$ cat src/rtl/set_assoc_cache.sv
// N-way set-associative write-back / write-allocate cache between a requester bus (rx)
// and a memory bus (tx), with round-robin replacement and a full-cache FLUSH operation.
module set_assoc_cache #(
   parameter int ADDR_WIDTH  = 6,
   parameter int DATA_WIDTH  = 8,
   parameter int INDEX_WIDTH = 2,
   parameter int WAYS        = 2
) (
   input  logic                  clk,
   input  logic                  rst,
   input  logic [1:0]            rx_req_op,
   input  logic [ADDR_WIDTH-1:0] rx_req_addr,
   input  logic [DATA_WIDTH-1:0] rx_req_data,
   output logic                  rx_req_rdy,
   output logic                  rx_rsp_vld,
   output logic [DATA_WIDTH-1:0] rx_rsp_data,
   output logic                  tx_rst,
   output logic [1:0]            tx_req_op,
   output logic [ADDR_WIDTH-1:0] tx_req_addr,
   output logic [DATA_WIDTH-1:0] tx_req_data,
   input  logic                  tx_rsp_vld,
   input  logic [DATA_WIDTH-1:0] tx_rsp_data
);

   localparam int SETS      = 1 << INDEX_WIDTH;
   localparam int TAG_WIDTH = ADDR_WIDTH - INDEX_WIDTH;
   localparam int WAY_W     = (WAYS > 1) ? $clog2(WAYS) : 1;
   localparam int ENTRIES   = SETS * WAYS;
   localparam int ENT_W     = (ENTRIES > 1) ? $clog2(ENTRIES) : 1;

   localparam logic [1:0] OP_INV = 2'd0;
   localparam logic [1:0] OP_RD  = 2'd1;
   localparam logic [1:0] OP_WR  = 2'd2;
   localparam logic [1:0] OP_FL  = 2'd3;

   localparam logic [1:0] ST_INV   = 2'd0;
   localparam logic [1:0] ST_CLEAN = 2'd1;
   localparam logic [1:0] ST_DIRTY = 2'd2;

   typedef enum logic [1:0] {S_READY, S_WRITEBACK, S_FILL, S_FLUSH} state_t;

   // line storage
   logic [1:0]            stat_q [SETS][WAYS];
   logic [TAG_WIDTH-1:0]  tag_q  [SETS][WAYS];
   logic [DATA_WIDTH-1:0] line_q [SETS][WAYS];
   logic [WAY_W-1:0]      rr_q   [SETS];

   state_t                state_q, state_d;
   logic [ENT_W-1:0]      cnt_q, cnt_d;
   logic [1:0]            op_q;
   logic [ADDR_WIDTH-1:0] addr_q;
   logic [DATA_WIDTH-1:0] wdata_q;
   logic [WAY_W-1:0]      victim_q;

   logic                  rsp_vld_q, rsp_vld_d;
   logic [DATA_WIDTH-1:0] rsp_data_q, rsp_data_d;
   logic                  tx_rst_q;
   logic [1:0]            tx_op_q, tx_op_d;
   logic [ADDR_WIDTH-1:0] tx_addr_q, tx_addr_d;
   logic [DATA_WIDTH-1:0] tx_data_q, tx_data_d;

   logic [INDEX_WIDTH-1:0] req_idx, addr_idx, fl_set, we_set;
   logic [TAG_WIDTH-1:0]   req_tag, we_tag;
   logic [WAY_W-1:0]       hit_way, inv_way, victim, fl_way, we_way, rr_nxt;
   logic                   hit, inv_found;
   logic                   latch_en, line_we, stat_we, rr_we;
   logic [1:0]             we_stat;
   logic [DATA_WIDTH-1:0]  we_data;

   assign req_idx  = rx_req_addr[INDEX_WIDTH-1:0];
   assign req_tag  = rx_req_addr[ADDR_WIDTH-1:INDEX_WIDTH];
   assign addr_idx = addr_q[INDEX_WIDTH-1:0];
   assign fl_set   = INDEX_WIDTH'(cnt_q / ENT_W'(WAYS));
   assign fl_way   = WAY_W'(cnt_q % ENT_W'(WAYS));
   assign rr_nxt   = WAY_W'((32'(victim_q) + 32'd1) % WAYS);

   // Descending scan so the lowest-numbered matching / invalid way wins.
   always_comb begin
      hit       = 1'b0;
      hit_way   = '0;
      inv_found = 1'b0;
      inv_way   = '0;
      for (int w = WAYS - 1; w >= 0; w--) begin
         if (stat_q[req_idx][w] != ST_INV && tag_q[req_idx][w] == req_tag) begin
            hit     = 1'b1;
            hit_way = WAY_W'(w);
         end
         if (stat_q[req_idx][w] == ST_INV) begin
            inv_found = 1'b1;
            inv_way   = WAY_W'(w);
         end
      end
      victim = inv_found ? inv_way : rr_q[req_idx];
   end

   always_comb begin
      state_d    = state_q;
      cnt_d      = cnt_q;
      rsp_vld_d  = 1'b0;
      rsp_data_d = rsp_data_q;
      tx_op_d    = OP_INV;
      tx_addr_d  = tx_addr_q;
      tx_data_d  = tx_data_q;
      latch_en   = 1'b0;
      line_we    = 1'b0;
      stat_we    = 1'b0;
      rr_we      = 1'b0;
      we_set     = req_idx;
      we_way     = hit_way;
      we_stat    = ST_CLEAN;
      we_tag     = req_tag;
      we_data    = rx_req_data;
      case (state_q)
         S_READY: begin
            if (rx_req_op != OP_INV) begin
               latch_en = 1'b1;
               if (rx_req_op == OP_FL) begin
                  state_d = S_FLUSH;
                  cnt_d   = '0;
               end else if (hit) begin
                  if (rx_req_op == OP_RD) begin
                     rsp_vld_d  = 1'b1;
                     rsp_data_d = line_q[req_idx][hit_way];
                  end else begin
                     line_we = 1'b1;
                     we_stat = ST_DIRTY;
                  end
               end else if (stat_q[req_idx][victim] == ST_DIRTY) begin
                  tx_op_d   = OP_WR;
                  tx_addr_d = {tag_q[req_idx][victim], req_idx};
                  tx_data_d = line_q[req_idx][victim];
                  state_d   = S_WRITEBACK;
               end else begin
                  tx_op_d   = OP_RD;
                  tx_addr_d = rx_req_addr;
                  state_d   = S_FILL;
               end
            end
         end
         S_WRITEBACK: begin
            tx_op_d   = OP_RD;
            tx_addr_d = addr_q;
            state_d   = S_FILL;
         end
         S_FILL: begin
            if (tx_rsp_vld) begin
               line_we = 1'b1;
               rr_we   = 1'b1;
               we_set  = addr_idx;
               we_way  = victim_q;
               we_tag  = addr_q[ADDR_WIDTH-1:INDEX_WIDTH];
               if (op_q == OP_WR) begin
                  we_stat = ST_DIRTY;
                  we_data = wdata_q;
               end else begin
                  we_stat    = ST_CLEAN;
                  we_data    = tx_rsp_data;
                  rsp_vld_d  = 1'b1;
                  rsp_data_d = tx_rsp_data;
               end
               state_d = S_READY;
            end
         end
         S_FLUSH: begin
            we_set = fl_set;
            we_way = fl_way;
            if (stat_q[fl_set][fl_way] == ST_DIRTY) begin
               tx_op_d   = OP_WR;
               tx_addr_d = {tag_q[fl_set][fl_way], fl_set};
               tx_data_d = line_q[fl_set][fl_way];
               stat_we   = 1'b1;
               we_stat   = ST_CLEAN;
            end
            if (cnt_q == ENT_W'(ENTRIES - 1)) begin
               rsp_vld_d  = 1'b1;
               rsp_data_d = '0;
               state_d    = S_READY;
            end else begin
               cnt_d = cnt_q + 1'b1;
            end
         end
         default: state_d = S_READY;
      endcase
   end

   always_ff @(posedge clk) begin
      if (rst) begin
         state_q    <= S_READY;
         cnt_q      <= '0;
         op_q       <= OP_INV;
         addr_q     <= '0;
         wdata_q    <= '0;
         victim_q   <= '0;
         rsp_vld_q  <= 1'b0;
         rsp_data_q <= '0;
         tx_rst_q   <= 1'b1;
         tx_op_q    <= OP_INV;
         tx_addr_q  <= '0;
         tx_data_q  <= '0;
         for (int s = 0; s < SETS; s++) begin
            rr_q[s] <= '0;
            for (int w = 0; w < WAYS; w++) stat_q[s][w] <= ST_INV;
         end
      end else begin
         state_q    <= state_d;
         cnt_q      <= cnt_d;
         rsp_vld_q  <= rsp_vld_d;
         rsp_data_q <= rsp_data_d;
         tx_rst_q   <= 1'b0;
         tx_op_q    <= tx_op_d;
         tx_addr_q  <= tx_addr_d;
         tx_data_q  <= tx_data_d;
         if (latch_en) begin
            op_q     <= rx_req_op;
            addr_q   <= rx_req_addr;
            wdata_q  <= rx_req_data;
            victim_q <= victim;
         end
         if (line_we || stat_we) stat_q[we_set][we_way] <= we_stat;
         if (rr_we) rr_q[addr_idx] <= rr_nxt;
      end
   end

   // Tag/data need no reset: a line is only trusted once its status leaves INVALID.
   always_ff @(posedge clk) begin
      if (line_we) begin
         tag_q[we_set][we_way]  <= we_tag;
         line_q[we_set][we_way] <= we_data;
      end
   end

   assign rx_req_rdy  = (state_q == S_READY);
   assign rx_rsp_vld  = rsp_vld_q;
   assign rx_rsp_data = rsp_data_q;
   assign tx_rst      = tx_rst_q;
   assign tx_req_op   = tx_op_q;
   assign tx_req_addr = tx_addr_q;
   assign tx_req_data = tx_data_q;

endmodule

$ cat config.mk
export PLATFORM = sky130hd
export DESIGN_NAME = set_assoc_cache
export DESIGN_NICKNAME = d
export VERILOG_FILES = /design/src/rtl/set_assoc_cache.sv
export SDC_FILE = /design/constraint.sdc
export NUM_CORES = 1
export LEC_CHECK = 0
export ABC_AREA = 1
export BUFFER_PORTS_ARGS = -buffer_cell sky130_fd_sc_hd__buf_2
export CAP_MARGIN = 10
export CORE_MARGIN = 4
export CORE_UTILIZATION = 60
export DETAILED_ROUTE_END_ITERATION = 16
export PLACE_DENSITY = 0.77
export SLEW_MARGIN = 20
export SYNTH_ARGS = -nofsm -noshare
export SYNTH_HDL_FRONTEND = slang
export SYNTH_SLANG_ARGS = --single-unit
$ cat constraint.sdc
create_clock -name clk -period 2.9 [get_ports clk]
set_input_delay 0.435 -clock clk [delete_from_list [all_inputs] [get_ports clk]]
set_output_delay 0.435 -clock clk [all_outputs]
set_load 0.02 [all_outputs]
== Yosys cells after proc, flatten, opt, wreduce, memory -nomap -nowiden ==
Memory sizes are Yosys's and may differ from the RTL's. A register that Yosys moved wholly into a read port is not among the register bits.
Index checks and enable logic that the tools add are counted.
W data, S select, Z words.

* Output and inout bits: 27
* Latch bits: 0
* Logic and storage cells: 200
* Register bits after elaboration: 48
* Input port bits: 27
* ROM bits: 0
* Memories kept: 4
* Memory bits (writable): 116

* Multiplexer cells: 129
* Bitwise gates (word level): 4
* $add $sub $neg: 2
* Reduce and logical (&&, ||, !) cells: 20
* $mul: 0
* Shift-type cells: 0
* Divide/modulo/power cells: 0
* $lt $le $gt $ge: 5
* Eq/ne operators: 24

{| class="wikitable"
|+ Memory list
! name !! depth !! bits a word !! read ports !! clocked after Yosys merged registers in !! write ports !! line !! RTL
|-
| line_q || 4 || 16 || 2 || 1 || 1 || 45 || <nowiki>logic [DATA_WIDTH-1:0] line_q [SETS][WAYS];</nowiki>
|-
| tag_q || 4 || 8 || 2 || 1 || 1 || 44 || <nowiki>logic [TAG_WIDTH-1:0] tag_q [SETS][WAYS];</nowiki>
|-
| stat_q || 4 || 4 || 2 || 1 || 4 || 43 || <nowiki>logic [1:0] stat_q [SETS][WAYS];</nowiki>
|-
| rr_q || 4 || 1 || 1 || 0 || 4 || 46 || <nowiki>logic [WAY_W-1:0] rr_q [SETS];</nowiki>
|}

{| class="wikitable"
|+ Operator list
! operator !! count
|-
| $mux W8 || 26
|-
| $mux W2 || 33
|-
| $mux W4 || 12
|-
| $mux W1 || 35
|-
| $mux W6 || 5
|-
| $pmux W8 S3 || 1
|-
| $pmux W6 S3 || 1
|-
| $mux W16 || 1
|-
| $pmux W8 S2 || 1
|-
| $ne A2 B2 Y1 const B || 7
|-
| $eq A2 B2 Y1 const B || 6
|-
| $ne A2 B1 Y1 const B || 5
|-
| $mux W3 || 3
|-
| $demux W8 S1 || 1
|-
| $eq A4 B4 Y1 || 2
|-
| $ge A2 B2 Y1 const B || 4
|-
| $not A1 Y2 || 4
|-
| $pmux W2 S2 || 2
|-
| $pmux W2 S4 || 1
|-
| $reduce_and A4 Y1 || 2
|-
| $reduce_and A8 Y1 || 1
|-
| $reduce_bool A2 Y1 || 4
|-
| $logic_not A2 Y1 || 3
|-
| $pmux W2 S3 || 1
|-
| 18 further kinds || 23
|}

== Longest topological paths before layout ==
Gate-level depths: netlist (run 1).
An unclocked memory read counts as a cell.

* Depth in word-level cells: 15
* Depth in mapped cells: 18
* Depth with buffers taken out: 16

== Least setup slack after synthesis (run 1) ==
Ideal clock, no wire load.

* Path kind: input to register
* From: input rx_req_addr[0]
* To: memory line_q[3][10] in the netlist's numbering, enable pin
* Arrival time: 2279 ps
* Setup slack: 241 ps
* Cell stages on the path: 16
* Data required time: 2520 ps
* Path buffers: 3
* Library setup time: 380 ps
* Cells stage by stage: buf_6 -> inv_6 -> buf_6 -> nand2_1 -> nand3_1 -> nand2_2 -> nand2_4 -> inv_2 -> nor2_1 -> nand3_1 -> buf_6 -> nand3_2 -> nand2_4 -> inv_4 -> nand2_1 -> nor2_1

* Word-level cells in the longest chain between the ends: 13
* Elaborated cells between the ends (all ways): 27

{| class="wikitable"
|+ RTL lines
! what !! line !! RTL
|-
| start: declaration || 12 || <nowiki>input logic [ADDR_WIDTH-1:0] rx_req_addr,</nowiki>
|-
| $mem_v2 Z4 W8 or $mem_v2 Z4 W4 (tied branches) || - ||
|-
| $eq A4 B4 Y1 or $reduce_bool A2 Y1 (tied branches) || 84 || <nowiki>if (stat_q[req_idx][w] != ST_INV && tag_q[req_idx][w] == req_tag) begin</nowiki>
|-
| $logic_and A1 B1 Y1 || 84 ||
|-
| $mux W1 (2 in series) || 84 ||
|-
| $mux W1 || 146 || <nowiki>if (tx_rsp_vld) begin</nowiki>
|-
| $pmux W1 S2 || 113 || <nowiki>case (state_q)</nowiki>
|-
| $not A1 Y2 (implied by the code) || 228 || <nowiki>line_q[we_set][we_way] <= we_data;</nowiki>
|-
| $ge A2 B2 Y1 (implied by the code) or $lt A2 B1 Y1 (tied branches) || 228 ||
|-
| $logic_and A1 B1 Y1 (implied by the code) || 228 ||
|-
| $mux W8 (implied by the code) || 228 ||
|-
| $demux W8 S1 || 228 ||
|-
| $mux W16 (implied by the code) || 228 ||
|-
| end: declaration || 45 ||
|}

Parallel ways exist; a longest one is shown, timed or not.

== Final worst setup path (run 1) ==
* From: register state_q[1]
* To: memory line_q[1][15] in the netlist's numbering, enable pin

* Word-level cells in the longest chain between the ends: 8
* Elaborated cells between the ends (all ways): 14

{| class="wikitable"
|+ RTL lines
! what !! line !! RTL
|-
| start: declaration || 48 || <nowiki>state_t state_q, state_d;</nowiki>
|-
| start signal: assignment || 205 || <nowiki>state_q <= state_d;</nowiki>
|-
| $eq A2 B2 Y1 || 113 ||
|-
| $pmux W1 S2 || 113 ||
|-
| $not A1 Y2 (implied by the code) || 228 ||
|-
| $ge A2 B2 Y1 (implied by the code) or $lt A2 B1 Y1 (tied branches) || 228 ||
|-
| $logic_and A1 B1 Y1 (implied by the code) || 228 ||
|-
| $mux W8 (implied by the code) || 228 ||
|-
| $demux W8 S1 || 228 ||
|-
| $mux W16 (implied by the code) || 228 ||
|}

Parallel ways exist; a longest one is shown, timed or not.

==> results of run 1 <==
[state kept, by name, summed over array words and instances, names as in the netlist, 3 cells and up, named ones only]
| signal | flops |
|---|---|
| wdata_q | 8 |
| tx_req_data | 8 |
| rx_rsp_data | 8 |
| line_q | 64 |
| rr_q | 4 |
| stat_q | 16 |
| addr_q | 6 |
| cnt_q | 3 |
| tag_q | 32 |
| tx_req_addr | 6 |
[how the worst max path moves through the flow]
| stage | start | endpoint | slack [ns] | depth (start not counted) |
|---|---|---|---|---|
| 4_1_cts | state_q[1] | line_q[1][15] | 0.33 | 11 |
| 3_5_place_dp | rx_req_addr[0] | line_q[2][5] | 0.16 | 15 |
| 2_1_floorplan | rx_req_addr[0] | line_q[3][10] | 0.24 | 16 |
| 3_3_place_gp | rx_req_addr[0] | line_q[1][4] | 0.25 | 15 |
| 5_1_grt | state_q[1] | line_q[1][11] | 0.13 | 11 |
| 6_report | state_q[1] | line_q[1][15] | 0.29 | 11 |
[cell usage after synthesis, types with 3 or more instances]
cell type                  instances
sky130_fd_sc_hd__a21oi_1          89
sky130_fd_sc_hd__a221oi_1          5
sky130_fd_sc_hd__a22oi_1           4
sky130_fd_sc_hd__buf_2             8
sky130_fd_sc_hd__buf_4             3
sky130_fd_sc_hd__buf_6             8
sky130_fd_sc_hd__clkbuf_1         35
sky130_fd_sc_hd__dfxtp_1          50
sky130_fd_sc_hd__edfxtp_1        116
sky130_fd_sc_hd__inv_1            78
sky130_fd_sc_hd__inv_2             7
sky130_fd_sc_hd__nand2_1         265
sky130_fd_sc_hd__nand2_2           7
sky130_fd_sc_hd__nand2_4           4
sky130_fd_sc_hd__nand3_1         103
sky130_fd_sc_hd__nand3_2           4
sky130_fd_sc_hd__nand3b_1         17
sky130_fd_sc_hd__nand4_2           9
sky130_fd_sc_hd__nor2_1          108
sky130_fd_sc_hd__nor3_1            3
sky130_fd_sc_hd__o211ai_1         10
sky130_fd_sc_hd__o21ai_0         112
sky130_fd_sc_hd__o22ai_1           8
[power breakdown]
part / internal, mW / switching, mW / total (mW)
sequential: 2.76 / 0.0916 / 2.86
clock: 1.21 / 0.965 / 2.17
combinational: 0.407 / 0.961 / 1.37
total: 4.38 / 2.02 / 6.39
[cell families (layout without fill, tap and decap cells)]
logic type / after synthesis / after routing / synth area share
and+or+nand+nor: 527 / 527 / 0.2713
buffers and inverters: 145 / 217 / 0.07258
DFF: 166 / 166 / 0.5121
adders and majority gates: 2 / 2 / 0.002857
xor gates and xnor gates: 1 / 1 / 0.001000
AOI/OAI and AO/OA: 231 / 231 / 0.1402
[per-layer routing]
metal / GRT usage / share of wire
met2: 0.4759 / 0.49
met4: 0.1334 / 0.036
met3: 0.06185 / 0.078
met1: 0.3787 / 0.40
met5: 0 / 0
[tightest hold or removal path, stage by stage]
cell and delay (ns):
sky130_fd_sc_hd__buf_2 0.08, sky130_fd_sc_hd__o21ai_0 0.07, sky130_fd_sc_hd__a21oi_1 0.10
[cell type report]
| class | instances | area share |
|---|---|---|
| multi-input combinational | 761 | 0.3695 |
| sequential | 166 | 0.4556 |
| inverter | 90 | 0.03533 |
| timing repair buffer | 95 | 0.05897 |
| clock inverter | 12 | 0.009151 |
| clock buffer | 20 | 0.04855 |
| tap | 180 | 0.02288 |
==> impl_metrics.xml, run 1 <==
<?xml version="1.0" encoding="UTF-8"?>
<metrics>
  <group name="critical_path">
    <metric name="critPathLaunchType" unit="">flop</metric>
    <metric name="critPathSlowestCell" unit="">sky130_fd_sc_hd__dfxtp_1</metric>
    <metric name="worst-path-buf-inv" unit="">6</metric>
    <metric name="regToRegSetupSlack" unit="ns">0.29</metric>
    <metric name="worst_r2r_endpoint" unit="">line_q[1][15]</metric>
    <metric name="worstPathRequired" unit="ns">3.03</metric>
    <metric name="crit_path_max_fanout" unit="">15</metric>
    <metric name="cp_slowest_stage_delay" unit="ns">0.42</metric>
    <metric name="reg2reg_depth" unit="">11</metric>
    <metric name="critical_path.top_delay_family" unit="">buffers and inverters</metric>
    <metric name="timing.critical_path.cells" unit="">inv_2, nor2_2, inv_2, nor2_1, inv_2, o211ai_1, inv_1, nor2_1, inv_1, nor2_1, buf_4</metric>
    <metric name="endpoint_kind" unit="">flop</metric>
    <metric name="arr_time_crit_path" unit="ns">2.74</metric>
    <metric name="worst-setup-path-type" unit="">flop to flop</metric>
    <metric name="timing.rr.start" unit="">state_q[1]</metric>
  </group>
  <group name="global_route">
    <metric name="grt_pass1_vias" unit="">7200</metric>
    <metric name="gr-usage-all-layers" unit="">0.2930</metric>
    <metric name="grt_pass1_wl" unit="µm">37580</metric>
    <metric name="initial_antenna_violation_count" unit="">0</metric>
    <metric name="grt_overflow" unit="">0</metric>
    <metric name="largest_net_degree_at_the_start_of_global_routing" unit="">63</metric>
  </group>
  <group name="floorplanning">
    <metric name="design.die.area" unit="µm²">16590</metric>
    <metric name="fp.dieW" unit="µm">128.8</metric>
    <metric name="core.rowCount" unit="">43</metric>
    <metric name="start_util" unit="">0.6212</metric>
    <metric name="dieHeight" unit="µm">128.8</metric>
    <metric name="core_area" unit="µm²">14100</metric>
    <metric name="io-pin-count" unit="">54</metric>
  </group>
  <group name="finish">
    <metric name="final_cell_area" unit="µm²">9844</metric>
    <metric name="final_cells" unit="">1324</metric>
    <metric name="mostFrequentLayoutCell" unit="">sky130_fd_sc_hd__nand2_1</metric>
    <metric name="multiInputGateArea" unit="µm²">3637</metric>
    <metric name="areaGrowthSynthToFinish" unit="%">12.42</metric>
    <metric name="drive_above_1_share" unit="">0.1460</metric>
    <metric name="final.fill_count" unit="">1123</metric>
    <metric name="mostFrequentLayoutCells" unit="">sky130_fd_sc_hd__nand2_1, sky130_fd_sc_hd__edfxtp_1, sky130_fd_sc_hd__o21ai_0, sky130_fd_sc_hd__nor2_1, sky130_fd_sc_hd__nand3_1</metric>
    <metric name="num-nets-final" unit="">1160</metric>
    <metric name="layout.area.seq" unit="µm²">4486</metric>
    <metric name="final_util" unit="">0.6984</metric>
    <metric name="ant_diodes" unit="">0</metric>
  </group>
  <group name="timing">
    <metric name="final.setup.tns" unit="ns">0</metric>
    <metric name="hold_viol_final" unit="">0</metric>
    <metric name="tightestPinTransition" unit="ns">1.092</metric>
    <metric name="timing.hold.ws" unit="ns">0.2971</metric>
    <metric name="timing.slew.headroom" unit="">0.2646</metric>
    <metric name="layout_setup_ws" unit="ns">0.2896</metric>
    <metric name="final-setup-viol-count" unit="">0</metric>
    <metric name="rsz0062_at_grt" unit="">no</metric>
    <metric name="finalCriticalPeriod" unit="ns">2.610</metric>
    <metric name="slew_viol_final" unit="">0</metric>
    <metric name="max_freq" unit="MHz">383.1</metric>
    <metric name="clock_skew" unit="ns">0.008900</metric>
    <metric name="post-route-period-util" unit="">0.9001</metric>
  </group>
  <group name="routing">
    <metric name="route.vias.total" unit="">7810</metric>
    <metric name="dr.pass1.iters" unit="">6</metric>
    <metric name="aggregate_routed_wire_length" unit="µm">23780</metric>
    <metric name="route.detailed.drc" unit="">0</metric>
    <metric name="route.detailed.wl_per_inst" unit="µm">17.96</metric>
    <metric name="detail_route.iter0.violations" unit="">971</metric>
    <metric name="antenna_violating_nets_left" unit="">0</metric>
    <metric name="vias_per_cell" unit="">5.899</metric>
  </group>
  <group name="min_path">
    <metric name="hp-class" unit="">input pin to flop</metric>
    <metric name="holdPathEnd" unit="">wdata_q[5]</metric>
    <metric name="worst_min_path_start" unit="">rx_req_data[5]</metric>
    <metric name="holdPathStages" unit="">3</metric>
  </group>
  <group name="synth">
    <metric name="synthesis.nets" unit="">1101</metric>
    <metric name="synth_top_area_frac" unit="">0.3978</metric>
    <metric name="postSynthCellCount" unit="">1072</metric>
    <metric name="synth.cell_area" unit="µm²">8757</metric>
    <metric name="synth_top_flop_cell" unit="">sky130_fd_sc_hd__edfxtp_1</metric>
    <metric name="seq_area_frac_synth" unit="">0.5121</metric>
    <metric name="synth.yosys.warnings" unit="">0</metric>
    <metric name="ys_async_sr_fraction" unit="">0</metric>
    <metric name="synth_top_cell_by_area" unit="">sky130_fd_sc_hd__edfxtp_1</metric>
    <metric name="yosys-top-cells-area" unit="">sky130_fd_sc_hd__edfxtp_1, sky130_fd_sc_hd__dfxtp_1, sky130_fd_sc_hd__nand2_1, sky130_fd_sc_hd__o21ai_0, sky130_fd_sc_hd__nand3_1</metric>
    <metric name="ys_ff_latch" unit="">166</metric>
    <metric name="avgSynthCellArea" unit="µm²">8.169</metric>
    <metric name="synth.lib_cells_used.distinct" unit="">36</metric>
    <metric name="synth_edf_count" unit="">116</metric>
  </group>
  <group name="flow_run">
    <metric name="maxCapViolCount" unit="">0</metric>
  </group>
  <group name="cts">
    <metric name="ctsRootBufferMaster" unit="">sky130_fd_sc_hd__clkbuf_16</metric>
    <metric name="cts-htree-levels" unit="">4</metric>
    <metric name="ctsLongestPathBuffers" unit="">2</metric>
    <metric name="post_cts_setup_buffer_count" unit="">0</metric>
    <metric name="post_cts_hold_buffer_count" unit="">0</metric>
    <metric name="number_of_gates_resized_after_cts" unit="">0</metric>
    <metric name="tritoncts" unit="">done</metric>
    <metric name="clock_sinks" unit="">166</metric>
    <metric name="cts_made_buffers" unit="">17</metric>
    <metric name="clk_pin_slew" unit="ns">0.07</metric>
    <metric name="insertion_delay_of_the_later_clocked_pin_in_the_worst_skew_pair" unit="ns">0.43</metric>
  </group>
  <group name="power">
    <metric name="leakage" unit="nW">4.203</metric>
    <metric name="power_density" unit="nW/µm²">649.6</metric>
    <metric name="p_total" unit="mW">6.395</metric>
    <metric name="power.ir.vdd_worst" unit="mV">0.4437</metric>
  </group>
  <group name="place">
    <metric name="place_inst" unit="">1292</metric>
    <metric name="post-dp-hpwl" unit="µm">16950</metric>
    <metric name="post_placement_worst_setup_slack" unit="ns">0.1568</metric>
    <metric name="dpl-instance-area" unit="µm²">9276</metric>
    <metric name="io_buffers" unit="">53</metric>
    <metric name="place.gp.congestion" unit="">0.9476</metric>
  </group>
  <group name="outcome">
    <metric name="status" unit="">complete, no violations</metric>
  </group>
</metrics>
No activity file was read; power rests on OpenSTA's default activity.
==> inputs of run 2 (changes only) <==
Settings changed: ABC_AREA 1 to default.
==> run 2 against run 1 <==
  * Worst hold slack lost 0.048 ns
  * First-iteration DRC count decreased by 11%
  * Flip-flop and latch count is the same
  * Highest routed layer unchanged
  * Utilization grew 4.5 points
  * The flow now finishes with violations (negative setup slack)
  * Power decreased by 4.1%
  * Final cell count is 32% lower
  * Setup slack worse by 0.31 ns
  * Critical endpoint is now stat_q[2][3]
  * Sequential power decreased by 4%
==> impl_metrics.xml, run 2 <==
<?xml version="1.0" encoding="UTF-8"?>
<metrics>
  <group name="cts">
    <metric name="ctsRootBufferMaster" unit="">sky130_fd_sc_hd__clkbuf_16</metric>
    <metric name="post_cts_hold_buffer_count" unit="">0</metric>
    <metric name="clk_pin_slew" unit="ns">0.07</metric>
    <metric name="insertion_delay_of_the_later_clocked_pin_in_the_worst_skew_pair" unit="ns">0.44</metric>
    <metric name="tritoncts" unit="">done</metric>
    <metric name="cts_made_buffers" unit="">17</metric>
    <metric name="cts-htree-levels" unit="">4</metric>
    <metric name="ctsLongestPathBuffers" unit="">2</metric>
    <metric name="clock_sinks" unit="">166</metric>
  </group>
  <group name="place">
    <metric name="place.gp.congestion" unit="">0.9066</metric>
    <metric name="io_buffers" unit="">53</metric>
    <metric name="place_inst" unit="">861</metric>
    <metric name="post-dp-hpwl" unit="µm">15210</metric>
    <metric name="post_placement_worst_setup_slack" unit="ns">-0.3598</metric>
  </group>
  <group name="routing">
    <metric name="detail_route.iter0.violations" unit="">860</metric>
    <metric name="route.detailed.drc" unit="">0</metric>
    <metric name="route.vias.total" unit="">6035</metric>
    <metric name="route.detailed.wl_per_inst" unit="µm">25.24</metric>
    <metric name="antenna_violating_nets_left" unit="">0</metric>
    <metric name="aggregate_routed_wire_length" unit="µm">22720</metric>
    <metric name="dr.pass1.iters" unit="">5</metric>
    <metric name="vias_per_cell" unit="">6.706</metric>
  </group>
  <group name="synth">
    <metric name="synth_top_flop_cell" unit="">sky130_fd_sc_hd__edfxtp_1</metric>
    <metric name="synth_edf_count" unit="">116</metric>
    <metric name="synth_top_area_frac" unit="">0.4268</metric>
    <metric name="yosysMostFrequentCell" unit="">sky130_fd_sc_hd__edfxtp_1</metric>
    <metric name="avgSynthCellArea" unit="µm²">13.08</metric>
    <metric name="seq_area_frac_synth" unit="">0.5494</metric>
    <metric name="synth.yosys.warnings" unit="">0</metric>
    <metric name="synth.lib_cells_used.distinct" unit="">56</metric>
    <metric name="synthTopCellsByCount" unit="">sky130_fd_sc_hd__edfxtp_1, sky130_fd_sc_hd__nor2_1, sky130_fd_sc_hd__mux4_2, sky130_fd_sc_hd__nand2_1, sky130_fd_sc_hd__dfxtp_1</metric>
    <metric name="ys_async_sr_fraction" unit="">0</metric>
    <metric name="synthesis.nets" unit="">653</metric>
    <metric name="synth_top_cell_by_area" unit="">sky130_fd_sc_hd__edfxtp_1</metric>
    <metric name="synth.cell_area" unit="µm²">8162</metric>
    <metric name="yosys-top-cells-area" unit="">sky130_fd_sc_hd__edfxtp_1, sky130_fd_sc_hd__mux4_2, sky130_fd_sc_hd__dfxtp_1, sky130_fd_sc_hd__mux2i_1, sky130_fd_sc_hd__nor2_1</metric>
    <metric name="postSynthCellCount" unit="">624</metric>
    <metric name="ys_ff_latch" unit="">166</metric>
  </group>
  <group name="global_route">
    <metric name="grt_pass1_vias" unit="">6101</metric>
    <metric name="largest_net_degree_at_the_start_of_global_routing" unit="">39</metric>
    <metric name="initial_antenna_violation_count" unit="">0</metric>
    <metric name="grt_overflow" unit="">0</metric>
    <metric name="gr-usage-all-layers" unit="">0.2945</metric>
    <metric name="grt_pass1_wl" unit="µm">34820</metric>
  </group>
  <group name="timing">
    <metric name="max_freq" unit="MHz">342.2</metric>
    <metric name="timing.slew.headroom" unit="">0.2353</metric>
    <metric name="final-setup-viol-count" unit="">21</metric>
    <metric name="finalCriticalPeriod" unit="ns">2.923</metric>
    <metric name="slew_viol_final" unit="">0</metric>
    <metric name="layout_setup_ws" unit="ns">-0.02260</metric>
    <metric name="clock_skew" unit="ns">0.009083</metric>
    <metric name="post-route-period-util" unit="">1.008</metric>
    <metric name="final.setup.tns" unit="ns">-0.2668</metric>
    <metric name="timing.hold.ws" unit="ns">0.2496</metric>
    <metric name="rsz0062_at_grt" unit="">yes</metric>
    <metric name="tightestPinTransition" unit="ns">1.135</metric>
    <metric name="hold_viol_final" unit="">0</metric>
  </group>
  <group name="critical_path">
    <metric name="critPathSlowestCell" unit="">sky130_fd_sc_hd__or4_4</metric>
    <metric name="timing.critical_path.from" unit="">tag_q[0][7]</metric>
    <metric name="crit_path_max_fanout" unit="">5</metric>
    <metric name="cp_slowest_stage_delay" unit="ns">0.62</metric>
    <metric name="timing.critical_path.cells" unit="">mux4_2, xor2_1, or4_4, o2bb2ai_2, a211o_1, nor2b_1, a21o_1</metric>
    <metric name="critical_path.top_delay_family" unit="">simple AND/OR/NAND/NOR gates</metric>
    <metric name="worstPathRequired" unit="ns">3.05</metric>
    <metric name="worst-setup-path-type" unit="">flop to flop</metric>
    <metric name="critPathLaunchType" unit="">flop</metric>
    <metric name="endpoint_kind" unit="">flop</metric>
    <metric name="arr_time_crit_path" unit="ns">3.07</metric>
    <metric name="timing.rr.start" unit="">tag_q[0][7]</metric>
    <metric name="worst-path-buf-inv" unit="">0</metric>
    <metric name="crit_cells" unit="">7</metric>
    <metric name="reg2reg_depth" unit="">7</metric>
  </group>
  <group name="finish">
    <metric name="drive_above_1_share" unit="">0.3439</metric>
    <metric name="largest_reg_flops" unit="">64</metric>
    <metric name="biggestRegsByFlops" unit="">line_q x64, tag_q x32, stat_q x16</metric>
    <metric name="registers.top_by_ff_count" unit="">line_q</metric>
    <metric name="mostFrequentLayoutCells" unit="">sky130_fd_sc_hd__edfxtp_1, sky130_fd_sc_hd__nor2_1, sky130_fd_sc_hd__mux4_2, sky130_fd_sc_hd__buf_2, sky130_fd_sc_hd__nand2_1</metric>
    <metric name="areaGrowthSynthToFinish" unit="%">21.05</metric>
    <metric name="num-nets-final" unit="">740</metric>
    <metric name="final_cells" unit="">900</metric>
    <metric name="ant_diodes" unit="">0</metric>
    <metric name="mostFrequentLayoutCell" unit="">sky130_fd_sc_hd__edfxtp_1</metric>
    <metric name="final.fill_count" unit="">793</metric>
  </group>
  <group name="floorplanning">
    <metric name="start_util" unit="">0.6139</metric>
    <metric name="dieHeight" unit="µm">124.6</metric>
    <metric name="core.rowCount" unit="">42</metric>
    <metric name="fp.dieW" unit="µm">124.6</metric>
    <metric name="design.die.area" unit="µm²">15530</metric>
    <metric name="io-pin-count" unit="">54</metric>
    <metric name="core_area" unit="µm²">13300</metric>
  </group>
  <group name="power">
    <metric name="leakage" unit="nW">3.614</metric>
    <metric name="power_density" unit="nW/µm²">621.0</metric>
    <metric name="p_total" unit="mW">6.135</metric>
    <metric name="power.ir.vdd_worst" unit="mV">0.6554</metric>
  </group>
  <group name="outcome">
    <metric name="violations_in_the_final_reports" unit="">negative setup slack</metric>
    <metric name="status" unit="">finished, violations left</metric>
  </group>
  <group name="min_path">
    <metric name="worst_min_path_start" unit="">rx_req_data[3]</metric>
    <metric name="holdPathStages" unit="">3</metric>
    <metric name="hp-class" unit="">input pin to flop</metric>
  </group>
  <group name="flow_run">
    <metric name="maxCapViolCount" unit="">0</metric>
  </group>
</metrics>
[run 2: cell count changes after synthesis, sizes merged, moves of 12 or more]
cell / change
nand2: -224
nand3b: -17
nor2: -44
a211oi: +21
nor2b: +12
mux2i: +36
o21ai: -96
mux4: +54
inv: -79
nand3: -106
mux2: +12
a21oi: -54
[run 2: per-layer routing]
metal	vias up	part of all wire	wire (µm)	track usage
met2	409	0.48	10900	0.4609
met4	0	0.037	838	0.1148
met5	-	0	0	0
li1	2577	-	-	-
met1	2969	0.37	8509	0.3962
met3	80	0.11	2468	0.08019
[run 2: logic make-up (layout without fill, tap and decap cells)]
family,after synthesis,in the layout,synth area share
flops,166,166,0.5494
simple gates,167,167,0.09490
fa+ha+maj,2,2,0.003066
buf+inv,52,152,0.02637
mux,102,102,0.2097
xor+xnor,9,9,0.009659
compound gates,126,126,0.1069
[run 2: worst paths after layout]
kind | to | slack [ns]
setup reg to reg | stat_q[2][3] | -0.02
setup / recovery | stat_q[2][3] | -0.02
hold reg to reg | op_q[0] | 0.46
hold / removal | wdata_q[3] | 0.25
[run 2: what timing repair did]
action                                  4_1_cts  5_1_grt
resized for setup                             2       13
buffers inserted                              2        5
pin swaps                                     2        5
endpoints found under the setup margin      146      120
[run 2: where the power goes]
part / total [mW] / internal [mW] / switching (mW)
combinational: 1.06 / 0.414 / 0.646
clock: 2.34 / 1.31 / 1.03
sequential: 2.74 / 2.67 / 0.0696
[run 2: worst min-delay path, stage by stage]
cell and delay [ns]:
sky130_fd_sc_hd__buf_2 0.11, sky130_fd_sc_hd__nand2_1 0.05, sky130_fd_sc_hd__a21oi_1 0.05
[run 2: cell type report]
class	instances	area (µm²)	share of cell area
multi-input combinational	406	3650	0.3694
sequential	166	4486	0.4540
timing repair buffer	110	872.1	0.08827
tap	176	220.2	0.02229
inverter	10	41.29	0.004179
clock buffer	17	425.4	0.04306
clock inverter	15	185.2	0.01874
[run 2: through the flow]
stage / util / cell area, µm²
after CTS: 0.7344 / 9764
after detailed placement: 0.6867 / 9130
final: 0.7431 / 9879
after global routing: 0.7431 / 9879
after global placement: 0.6867 / 9130
after floorplan: - / 8277
